File: src/rtl/divider_iterative.sv
// Unsigned restoring divider. It accepts one dividend/divisor pair, produces one quotient bit
// per clock, and then pulses valid_out with the quotient and remainder.
module divider_iterative #(
   parameter int unsigned WIDTH = 32
) (
   input  logic             clk,
   input  logic             reset,
   input  logic             valid_in,
   output logic             ready,
   input  logic [WIDTH-1:0] a,
   input  logic [WIDTH-1:0] b,
   output logic             valid_out,
   output logic [WIDTH-1:0] q,
   output logic [WIDTH-1:0] r
);

   localparam int unsigned CntW = $clog2(WIDTH);

   typedef enum logic [1:0] {StIdle, StBusy, StDone} state_e;

   state_e           state_q, state_d;
   logic [WIDTH-1:0] rem_q, rem_d;
   logic [WIDTH-1:0] quo_q, quo_d;
   logic [WIDTH-1:0] div_q, div_d;
   logic [WIDTH-1:0] q_q, q_d;
   logic [WIDTH-1:0] r_q, r_d;
   logic [CntW-1:0]  cnt_q, cnt_d;

   logic [WIDTH:0]   rem_sh;
   logic [WIDTH:0]   trial;
   logic             trial_ge;
   logic             unused_trial_msb;

   // The shifted partial remainder needs one extra bit so that a dividend MSB shifted in is
   // not lost before the compare.
   assign rem_sh           = {rem_q, quo_q[WIDTH-1]};
   assign trial            = rem_sh - {1'b0, div_q};
   assign trial_ge         = rem_sh >= {1'b0, div_q};
   assign unused_trial_msb = trial[WIDTH];

   always_comb begin
      state_d   = state_q;
      rem_d     = rem_q;
      quo_d     = quo_q;
      div_d     = div_q;
      q_d       = q_q;
      r_d       = r_q;
      cnt_d     = cnt_q;
      ready     = 1'b0;
      valid_out = 1'b0;

      unique case (state_q)
         StIdle: begin
            ready = 1'b1;
            if (valid_in) begin
               quo_d   = a;
               div_d   = b;
               rem_d   = '0;
               cnt_d   = '0;
               state_d = StBusy;
            end
         end
         StBusy: begin
            rem_d = trial_ge ? trial[WIDTH-1:0] : rem_sh[WIDTH-1:0];
            quo_d = {quo_q[WIDTH-2:0], trial_ge};
            cnt_d = cnt_q + CntW'(1);
            if (cnt_q == CntW'(WIDTH - 1)) begin
               q_d     = quo_d;
               r_d     = rem_d;
               state_d = StDone;
            end
         end
         StDone: begin
            valid_out = 1'b1;
            state_d   = StIdle;
         end
         default: state_d = StIdle;
      endcase
   end

   always_ff @(posedge clk) begin
      if (reset) begin
         state_q <= StIdle;
         rem_q   <= '0;
         quo_q   <= '0;
         div_q   <= '0;
         q_q     <= '0;
         r_q     <= '0;
         cnt_q   <= '0;
      end else begin
         state_q <= state_d;
         rem_q   <= rem_d;
         quo_q   <= quo_d;
         div_q   <= div_d;
         q_q     <= q_d;
         r_q     <= r_d;
         cnt_q   <= cnt_d;
      end
   end

   assign q = q_q;
   assign r = r_q;

endmodule
File: config.mk
export PLATFORM = sky130hd
export DESIGN_NAME = divider_iterative
export DESIGN_NICKNAME = d
export VERILOG_FILES = /design/src/rtl/divider_iterative.sv
export SDC_FILE = /design/constraint.sdc
export NUM_CORES = 1
export LEC_CHECK = 0
export ABC_CLOCK_PERIOD_IN_PS = 3570
export BUFFER_PORTS_ARGS = -buffer_cell sky130_fd_sc_hd__buf_2
export CORE_MARGIN = 2
export CORE_UTILIZATION = 40
export DETAILED_ROUTE_END_ITERATION = 10
export SLEW_MARGIN = 40
export SYNTH_ARGS = -nofsm -noshare
export SYNTH_HDL_FRONTEND = slang
export SYNTH_SLANG_ARGS = --single-unit
File: constraint.sdc
create_clock -name clk -period 3.57 [get_ports clk]
set_input_delay 0.714 -clock clk [delete_from_list [all_inputs] [get_ports clk]]
set_output_delay 0.714 -clock clk [all_outputs]
set_load 0.005 [all_outputs]
### Yosys cells after proc, flatten, opt, wreduce, memory -nomap -nowiden

Cells that the tools add are included.

* div/mod/pow operators: 0
* bitwise operators: 0
* multipliers: 0
* multiplexer cells: 12
* add/subtract/negate cells: 2
* equality and inequality tests: 5
* reductions and logical operators: 6
* $lt $le $gt $ge: 1
* shifts and indexed selects: 0

Operators with widths (count)
* 32-bit one-hot mux with 2 select lines: 2
* 32-bit 2-to-1 mux: 3
* 33-bit by 32-bit greater-or-equal comparator with 1-bit output: 1
* 32-bit subtractor: 1
* 5-bit one-hot mux with 2 select lines: 1
* 2-bit AND reduction: 4
* 5-bit by 1-bit adder with 5-bit output (second input constant): 1
* 5-bit equality test (second input constant): 1
* 5-bit 2-to-1 mux: 1
* 2-bit 2-to-1 mux: 2
* 2-bit inequality test (second input constant): 2
* 2-bit one-hot mux with 2 select lines: 1
* 2-bit by 1-bit equality test with 1-bit output (second input constant): 1
* 2-bit equality test (second input constant): 1
* 2-bit logical NOT: 1
* 1-bit 2-to-1 mux: 2
* 2-bit nonzero test: 1

* output and inout bits: 66
* flip-flop bits (word level): 167
* logic and storage cells: 33
* memories: 0
* memory bits (read-only): 0
* latch bits: 0
* RAM bits: 0

### Depth between registers and ports, before layout

Gate-level depths: netlist (run 1).

* depth in word-level cells: 3
* gate-level depth with buffers: 13
* gate-level depth less buffers: 12

### Worst setup path before layout (run 1)

Ideal clock, no wire load.

* kind: reg-to-reg
* from: register div_q[4]
* to: register r_q[1] (netlist: r[1])
* stages on the path, launching flop included: 12
* data required time: 3484 ps
* setup time: 86 ps
* setup slack: 912 ps
* period minus slack after synthesis: 2658 ps
* buffers on the path: 1
* data arrival time: 2573 ps
* cells stage by stage: dfxtp_1 -> inv_1 -> ha_1 -> a21o_1 -> a31oi_1 -> a211oi_1 -> nor3_1 -> o211a_4 -> nor2_4 -> buf_8 -> mux2i_1 -> a211oi_1

* longest elaborated chain between the ends: 2

Ends and longest elaborated chain
* start: declaration: line 24 `logic [WIDTH-1:0] div_q, div_d;`
* start signal: assignment: line 94 `div_q <= div_d;`
* 33-bit by 32-bit greater-or-equal comparator with 1-bit output: line 38 `assign trial_ge = rem_sh >= {1'b0, div_q};`
* 32-bit 2-to-1 mux: line 64 `rem_d = trial_ge ? trial[WIDTH-1:0] : rem_sh[WIDTH-1:0];`
* end signal: assignment: line 96 `r_q <= r_d;`
* end: declaration: line 26 `logic [WIDTH-1:0] r_q, r_d;`

No other way between the ends.
A chain may end at the register's enable or synchronous reset.

### Worst setup path in the final report (run 1)

* from: register div_q[12]
* to: register rem_q[19]

* longest elaborated chain between the ends: 3

Ends and longest elaborated chain
* 32-bit subtractor or 33-bit by 32-bit greater-or-equal comparator with 1-bit output (tied branches): line 37, 38
* 32-bit 2-to-1 mux (*): line 64
* 32-bit one-hot mux with 2 select lines (*): line 52 `unique case (state_q)`
* end signal: assignment: line 92 `rem_q <= rem_d;`
* end: declaration: line 22 `logic [WIDTH-1:0] rem_q, rem_d;`

Mark *: on every way between the ends. The rest lies on a longest branch, timed or not.

==> reports/metrics.csv, run 1 <==
stage;metric;value;unit
status;outcome;finished, final reports clean;
cts;Root Buffer;clkbuf_16;
critical_path;cell count of the worst reg-to-reg path;11;
die;IO Count;133;
grt;largest net degree at the start of global routing;95;
pwr;Peak VDD IR;0.000373;V
die;Core Region;0.0204;mm^2
cts;number of hold buffers added after CTS;0;
placement;Placed Instance Area;0.00924;mm^2
pwr;combinational share of power;48.1;%
sta;worst slew pin tran;0.748;ns
sta;final setup fails;0;
layout;final core occ;48.5;%
critical_path;Worst EP arrival;3.51;ns
synth;Post-Syn Area;0.00836;mm^2
sta;skew final;0.0137;ns
grt;GRT Overall Usage;20.9;%
sta;crit share post-route;89.7;%
drt;Wirelength per Cell;16.0;um
drt;Residual DRC;0;
grt;first-pass GRT wire length;37.3;mm
sta;RSZ-0062 raised after global routing;false;
critical_path;CP Launch Type;flip-flop;
drt;vias per inst;5.39;
critical_path;WS Path Type;reg2reg;
sta;maximum clock frequency;0.312;GHz
pwr;switch share;42.6;%
layout;n_diodes;0;
layout;post-route cell area;0.00987;mm^2
pwr;P_sw;3.33;mW
pwr;leakage power;4.16;nW
die;initial core utilization;41.0;%
critical_path;r2r endpoint;rem_q[19];
drt;first-pass iteration count of the detailed router;5;
critical_path;Worst Setup End Kind;flip-flop;
cts;Num CTS Buffers;17;
placement;# port buffers;132;
critical_path;crit path to;rem_q[19];
placement;gpl congestion;0.909;
pwr;Overall Power;7.82;mW
layout;area taken by multi-input logic gates;0.00455;mm^2
layout;Reg area;0.00334;mm^2
synth;Synth Net Count;1177;
layout;area grow syn2layout;18.1;%
drt;First DRT Iteration DRCs;482;
sta;final hold vios;0;
synth;largest area contributor in the netlist;dfxtp_1;
grt;vias in the first global route;7365;
die;Die Wd;149;um
drt;routed wire length;23.2;mm
synth;Synth cell types;61;
synth;Post-Syn Instances;1075;
drt;Final ANT Viol Nets;0;
critical_path;r2r startpoint;div_q[12];
die;die area;0.0221;mm^2
layout;non-filler instance count after layout;1453;
sta;Tmin final;3.20;ns
pwr;Int Power;4.49;mW
placement;number of cells after detailed placement;1421;
critical_path;reg2reg setup slack;0.37;ns
critical_path;crit-path max FO;12;
grt;GR Overflow Total;0;
hold_path;HP Class;reg2reg;
critical_path;CP startpoint;div_q[12];
flow_run;max-cap viol count;0;
sta;Slew Limit Fails;0;
layout;most common cell after layout, fill and taps aside;nand2_1;
critical_path;worst endpoint required time;3.88;ns
synth;Main synth FF type;dfxtp_1;
layout;most frequent cells in the layout;nand2_1 (260), dfxtp_1 (167), buf_2 (131), a21oi_1 (114), nor2_1 (67);
pwr;Clk pwr share;24.8;%
sta;setup TNS;0;ns
synth;Post-synth EDFFs;0;
die;die height;149;um
sta;Slew Limit Headroom;50.1;%
synth;Synthesis Warnings;0;
synth;main area contributors after synthesis;dfxtp_1 (40%), nand2_1 (12%), a21oi_1 (6.8%), ha_1 (5.1%), a311oi_1 (3.6%);
synth;Mean Syn Cell Area;7.78;um^2
cts;clk buf depth;2;
pwr;register share of total power;27.1;%
placement;post-DP HPWL;16.2;mm
synth;Seq/Total Area, Yosys;40.0;%
cts;CTS H-tree depth;4;
synth;Yosys top cell area share;40.0;%
layout;Layout Nets;1272;
cts;post-CTS setup buffer count;0;
synth;register bit total from synthesis;167;
cts;CTS tree;done;
cts;Worst-Skew Late Latency;0.44;ns
layout;fill cell count;2041;
layout;layout cells sized above 1;16.7;%
cts;CTS sink cnt;167;
pwr;Pwr Density;792;mW/mm^2
cts;clk slew on worst S/H paths;0.07;ns
grt;initial antenna violation count;1;
die;cell row count;52;
cts;post-cts resize count;0;
hold_path;hold path start;q[4];
synth;fraction of registers with async set/reset;0;%
drt;Via Count;7835;
## worst min-delay path by stage
| stage | slack, ns | endpoint | depth (start not counted) |
|---|---|---|---|
| finish | 0.45 | q[4] | 2 |
| global route | 0.47 | div_q[11] | 2 |
| CTS | 0.46 | q[4] | 2 |
| detailed placement | 0.44 | q[20] | 2 |
| global placement | 0.44 | q[4] | 2 |
| floorplan | 0.43 | cnt_q[3] | 1 |
## per-layer routing
metal | up-vias | wire length, um | global-route usage, %
li1 | 3941 | - | -
met1 | 3654 | 11100 | 28.7
met2 | 208 | 10500 | 33.0
met3 | 30 | 1290 | 4.63
met4 | 2 | 346 | 6.57
met5 | - | 13 | 0
## cells by family after synthesis
| family | synth area share (%) |
|---|---|
| buffers and inverters | 5.81 |
| xor gates and xnor gates | 2.72 |
| DFF | 40.0 |
| muxes | 2.51 |
| adders and majority gates | 5.33 |
| and+or+nand+nor | 20.1 |
| AOI/OAI and AO/OA | 23.5 |
## stage by stage
step                hold slack (ns)  worst slack, ns
detailed placement            0.445            0.387
global route                  0.475            0.182
global placement              0.439            0.473
finish                        0.453            0.369
CTS                           0.456            0.371
floorplan                     0.429            0.912
## synthesized netlist by cell type, drive strengths merged (2+ instances only)
master / n
nand4: 16
and2: 3
o211ai: 5
nand3b: 3
nor2b: 5
a211oi: 20
o21ai: 61
a41oi: 4
a32oi: 6
xor2: 14
nand3: 12
ha: 34
nor2: 68
a31oi: 9
inv: 40
o21bai: 2
o31ai: 4
or4: 3
a21o: 21
clkbuf: 60
o21a: 6
o211a: 2
nor3: 10
or3: 3
a311oi: 34
a32o: 2
a21boi: 3
nand2b: 3
xnor2: 12
and4: 2
mux2i: 21
a21oi: 114
o2111ai: 3
and3: 8
buf: 18
nand2: 262
a22oi: 2
dfxtp: 167
## final cells by class
class / count / share of cell area, %
Sequential cell: 167 / 33.9
Multi-Input combinational cell: 790 / 46.1
Timing Repair Buffer: 154 / 8.68
Clock buffer: 17 / 4.31
Tap cell: 270 / 3.42
Clock inverter: 15 / 2.05
Inverter: 40 / 1.52
## critical path: stages, from the launching register on
cell and delay (ns):
dfxtp_1 0.33, inv_1 0.05, ha_1 0.41, a21oi_1 0.14, a21oi_1 0.14, o21ai_1 0.14
or4_4 0.60, o211a_4 0.28, nor2_4 0.31, buf_4 0.29, mux2i_1 0.27, o21ai_0 0.12
## flip-flops by register name (all words and copies together), names as in the netlist
register and count:
cnt_q 5, div_q 32, q 32, quo_q 32, r 32, rem_q 32
state_q 2
## power by group through the flow
stage | clock network [mW] | registers, mW | logic, mW
6_report | 1.94 | 2.12 | 3.76
5_1_grt | 2.07 | 2.14 | 4.09
4_1_cts | 1.99 | 2.12 | 3.71
3_5_place_dp | 0 | 2.16 | 3.69
3_3_place_gp | 0 | 2.16 | 3.67
2_1_floorplan | 0 | 2.12 | 2.88
Note: power is estimated with default switching activity, not from simulation.
==> run 2: changes to the inputs <==
--- a/config.mk
+++ b/config.mk
@@ -5,11 +5,15 @@
 export SDC_FILE = /design/constraint.sdc
 export NUM_CORES = 1
 export LEC_CHECK = 0
+export ABC_AREA = 1
 export ABC_CLOCK_PERIOD_IN_PS = 3570
 export BUFFER_PORTS_ARGS = -buffer_cell sky130_fd_sc_hd__buf_2
+export CELL_PAD_IN_SITES_DETAIL_PLACEMENT = 0
+export CELL_PAD_IN_SITES_GLOBAL_PLACEMENT = 1
 export CORE_MARGIN = 2
 export CORE_UTILIZATION = 40
 export DETAILED_ROUTE_END_ITERATION = 10
+export PLACE_DENSITY_LB_ADDON = 0.1
 export SLEW_MARGIN = 40
 export SYNTH_ARGS = -nofsm -noshare
 export SYNTH_HDL_FRONTEND = slang
==> reports/metrics.csv, run 2 <==
stage;metric;value;unit
status;outcome;finished, final reports clean;
pwr;Peak VDD IR;0.000318;V
sta;final hold vios;0;
sta;final setup fails;0;
synth;Synthesis Warnings;0;
cts;number of hold buffers added after CTS;0;
grt;initial antenna violation count;0;
pwr;Pwr Density;561;mW/mm^2
synth;Synth cell types;37;
cts;CTS tree;done;
synth;Post-synth EDFFs;0;
grt;first-pass GRT wire length;46.1;mm
cts;Worst-Skew Late Latency;0.45;ns
placement;# port buffers;132;
critical_path;CP Launch Type;flip-flop;
synth;Post-Syn Instances;1412;
cts;Num CTS Buffers;17;
grt;vias in the first global route;8441;
die;die area;0.0253;mm^2
synth;main area contributors after synthesis;dfxtp_1 (35%), nand2_1 (13%), inv_1 (9.3%), nand3_1 (5.3%), a211oi_1 (4.8%);
drt;vias per inst;4.81;
critical_path;Worst EP arrival;3.17;ns
drt;first-pass iteration count of the detailed router;6;
layout;most frequent cells in the layout;nand2_1 (322), inv_1 (236), dfxtp_1 (167), buf_2 (132), nand3_1 (101);
die;cell row count;56;
die;die height;159;um
sta;setup TNS;0;ns
sta;skew final;0.0156;ns
sta;crit share post-route;79.2;%
synth;Seq/Total Area, Yosys;34.7;%
grt;GRT Overall Usage;22.8;%
synth;register bit total from synthesis;167;
critical_path;crit-path max FO;34;
sta;Tmin final;2.83;ns
drt;First DRT Iteration DRCs;528;
synth;Post-Syn Area;0.00962;mm^2
layout;Layout Nets;1610;
synth;largest area contributor in the netlist;dfxtp_1;
drt;Residual DRC;0;
cts;clk slew on worst S/H paths;0.08;ns
placement;post-DP HPWL;20.4;mm
drt;Via Count;8851;
cts;CTS H-tree depth;4;
die;initial core utilization;40.9;%
critical_path;WS Path Type;reg2reg;
cts;post-CTS setup buffer count;0;
drt;Final ANT Viol Nets;0;
drt;routed wire length;28.4;mm
sta;Slew Limit Fails;0;
synth;fraction of registers with async set/reset;0;%
hold_path;HP Class;reg2reg;
layout;n_diodes;0;
layout;post-route cell area;0.0111;mm^2
sta;worst slew pin tran;0.690;ns
grt;GR Overflow Total;0;
die;Die Wd;159;um
synth;most frequent cells after synthesis;nand2_1 (324), inv_1 (239), dfxtp_1 (167), nand3_1 (101), o21ai_0 (89);
synth;Synth Net Count;1514;
sta;maximum clock frequency;0.354;GHz
sta;RSZ-0062 raised after global routing;false;
layout;area grow syn2layout;15.5;%
flow_run;max-cap viol count;0;
die;Core Region;0.0235;mm^2
layout;layout cells sized above 1;19.2;%
cts;CTS sink cnt;167;
cts;post-cts resize count;0;
pwr;leakage power;5.50;nW
cts;clk buf depth;2;
placement;Placed Instance Area;0.0105;mm^2
sta;Slew Limit Headroom;54.0;%
synth;most common cell in the synthesized netlist;nand2_1;
synth;Main synth FF type;dfxtp_1;
critical_path;Worst Setup End Kind;flip-flop;
layout;most common cell after layout, fill and taps aside;nand2_1;
critical_path;worst endpoint required time;3.92;ns
pwr;Overall Power;6.23;mW
layout;final core occ;47.2;%
grt;largest net degree at the start of global routing;65;
synth;Yosys top cell area share;34.7;%
drt;Wirelength per Cell;15.4;um
cts;Root Buffer;clkbuf_16;
synth;Mean Syn Cell Area;6.82;um^2
die;IO Count;133;
placement;gpl congestion;0.862;
-- run 2: cell types whose count changed after synthesis, sizes merged, moves of 20 or more --
cell / change
mux2i: -21
nand3: +95
inv: +201
o21ai: +28
a21oi: -27
nand2: +130
a311oi: -34
a211oi: +42
o21bai: +20
-- run 2: worst max-delay path, stage by stage, from the launching register on --
cell and delay (ns):
dfxtp_1 0.31, inv_1 0.06, ha_1 0.41, nand2_1 0.16, nor2_1 0.22, nand2_1 0.17, nor2_1 0.23, nand2_4 0.33
nand2_8 0.41, nand3_1 0.15, nand2_1 0.09, nand2_1 0.05, nand2_1 0.07, inv_1 0.03
-- run 2: kinds of logic (layout without fill, tap and decap cells) --
| group | count (synthesis) | after routing | share of synthesized area, % |
|---|---|---|---|
| simple gates | 614 | 614 | 28.9 |
| buf+inv | 309 | 418 | 12.8 |
| compound gates | 273 | 273 | 17.7 |
| flops | 167 | 167 | 34.7 |
| fa+ha+maj | 35 | 35 | 4.63 |
| xor+xnor | 14 | 14 | 1.27 |
-- run 2: report_power, final --
group	switching, mW	leakage, nW	total [mW]	internal (mW)
clock	0.921	0.279	1.92	0.997
combinational	1.59	3.86	2.29	0.696
sequential	0.0537	1.36	2.03	1.97
total	2.57	5.50	6.23	3.67
-- run 2: final timing paths --
kind	startpoint	to	slack (ns)	cells after the start
setup / recovery	div_q[27]	r[31]	0.74	13
hold / removal	div_q[26]	div_q[26]	0.46	2
setup reg to reg	div_q[27]	r[31]	0.74	13
hold reg to reg	div_q[26]	div_q[26]	0.46	2
-- run 2: cell type report --
| cell class | instances | area, um^2 |
|---|---|---|
| timing repair buffer | 145 | 816 |
| multi-input combinational | 936 | 5070 |
| sequential | 167 | 3340 |
| clock inverter | 14 | 155 |
| fill | 2523 | 12400 |
| tap | 319 | 399 |
| clock buffer | 18 | 429 |
| inverter | 241 | 905 |
-- run 2: through the flow --
step,setup slack [ns],std cells,hold WS [ns]
after floorplan,1.64,1412,0.433
after global placement,0.818,1807,0.447
after detailed placement,0.823,1808,0.455
after CTS,0.797,1840,0.466
after global routing,0.569,1840,0.477
final,0.743,1840,0.463
-- run 2: routing by layer --
metal  track usage, %  up-vias  share of wire (%)
li1                 -     4685                  -
met1             31.4     3986                 50
met2             37.5      154                 46
met3             3.70       26                3.5
met4             5.25        0                1.1
met5                0        -                  0
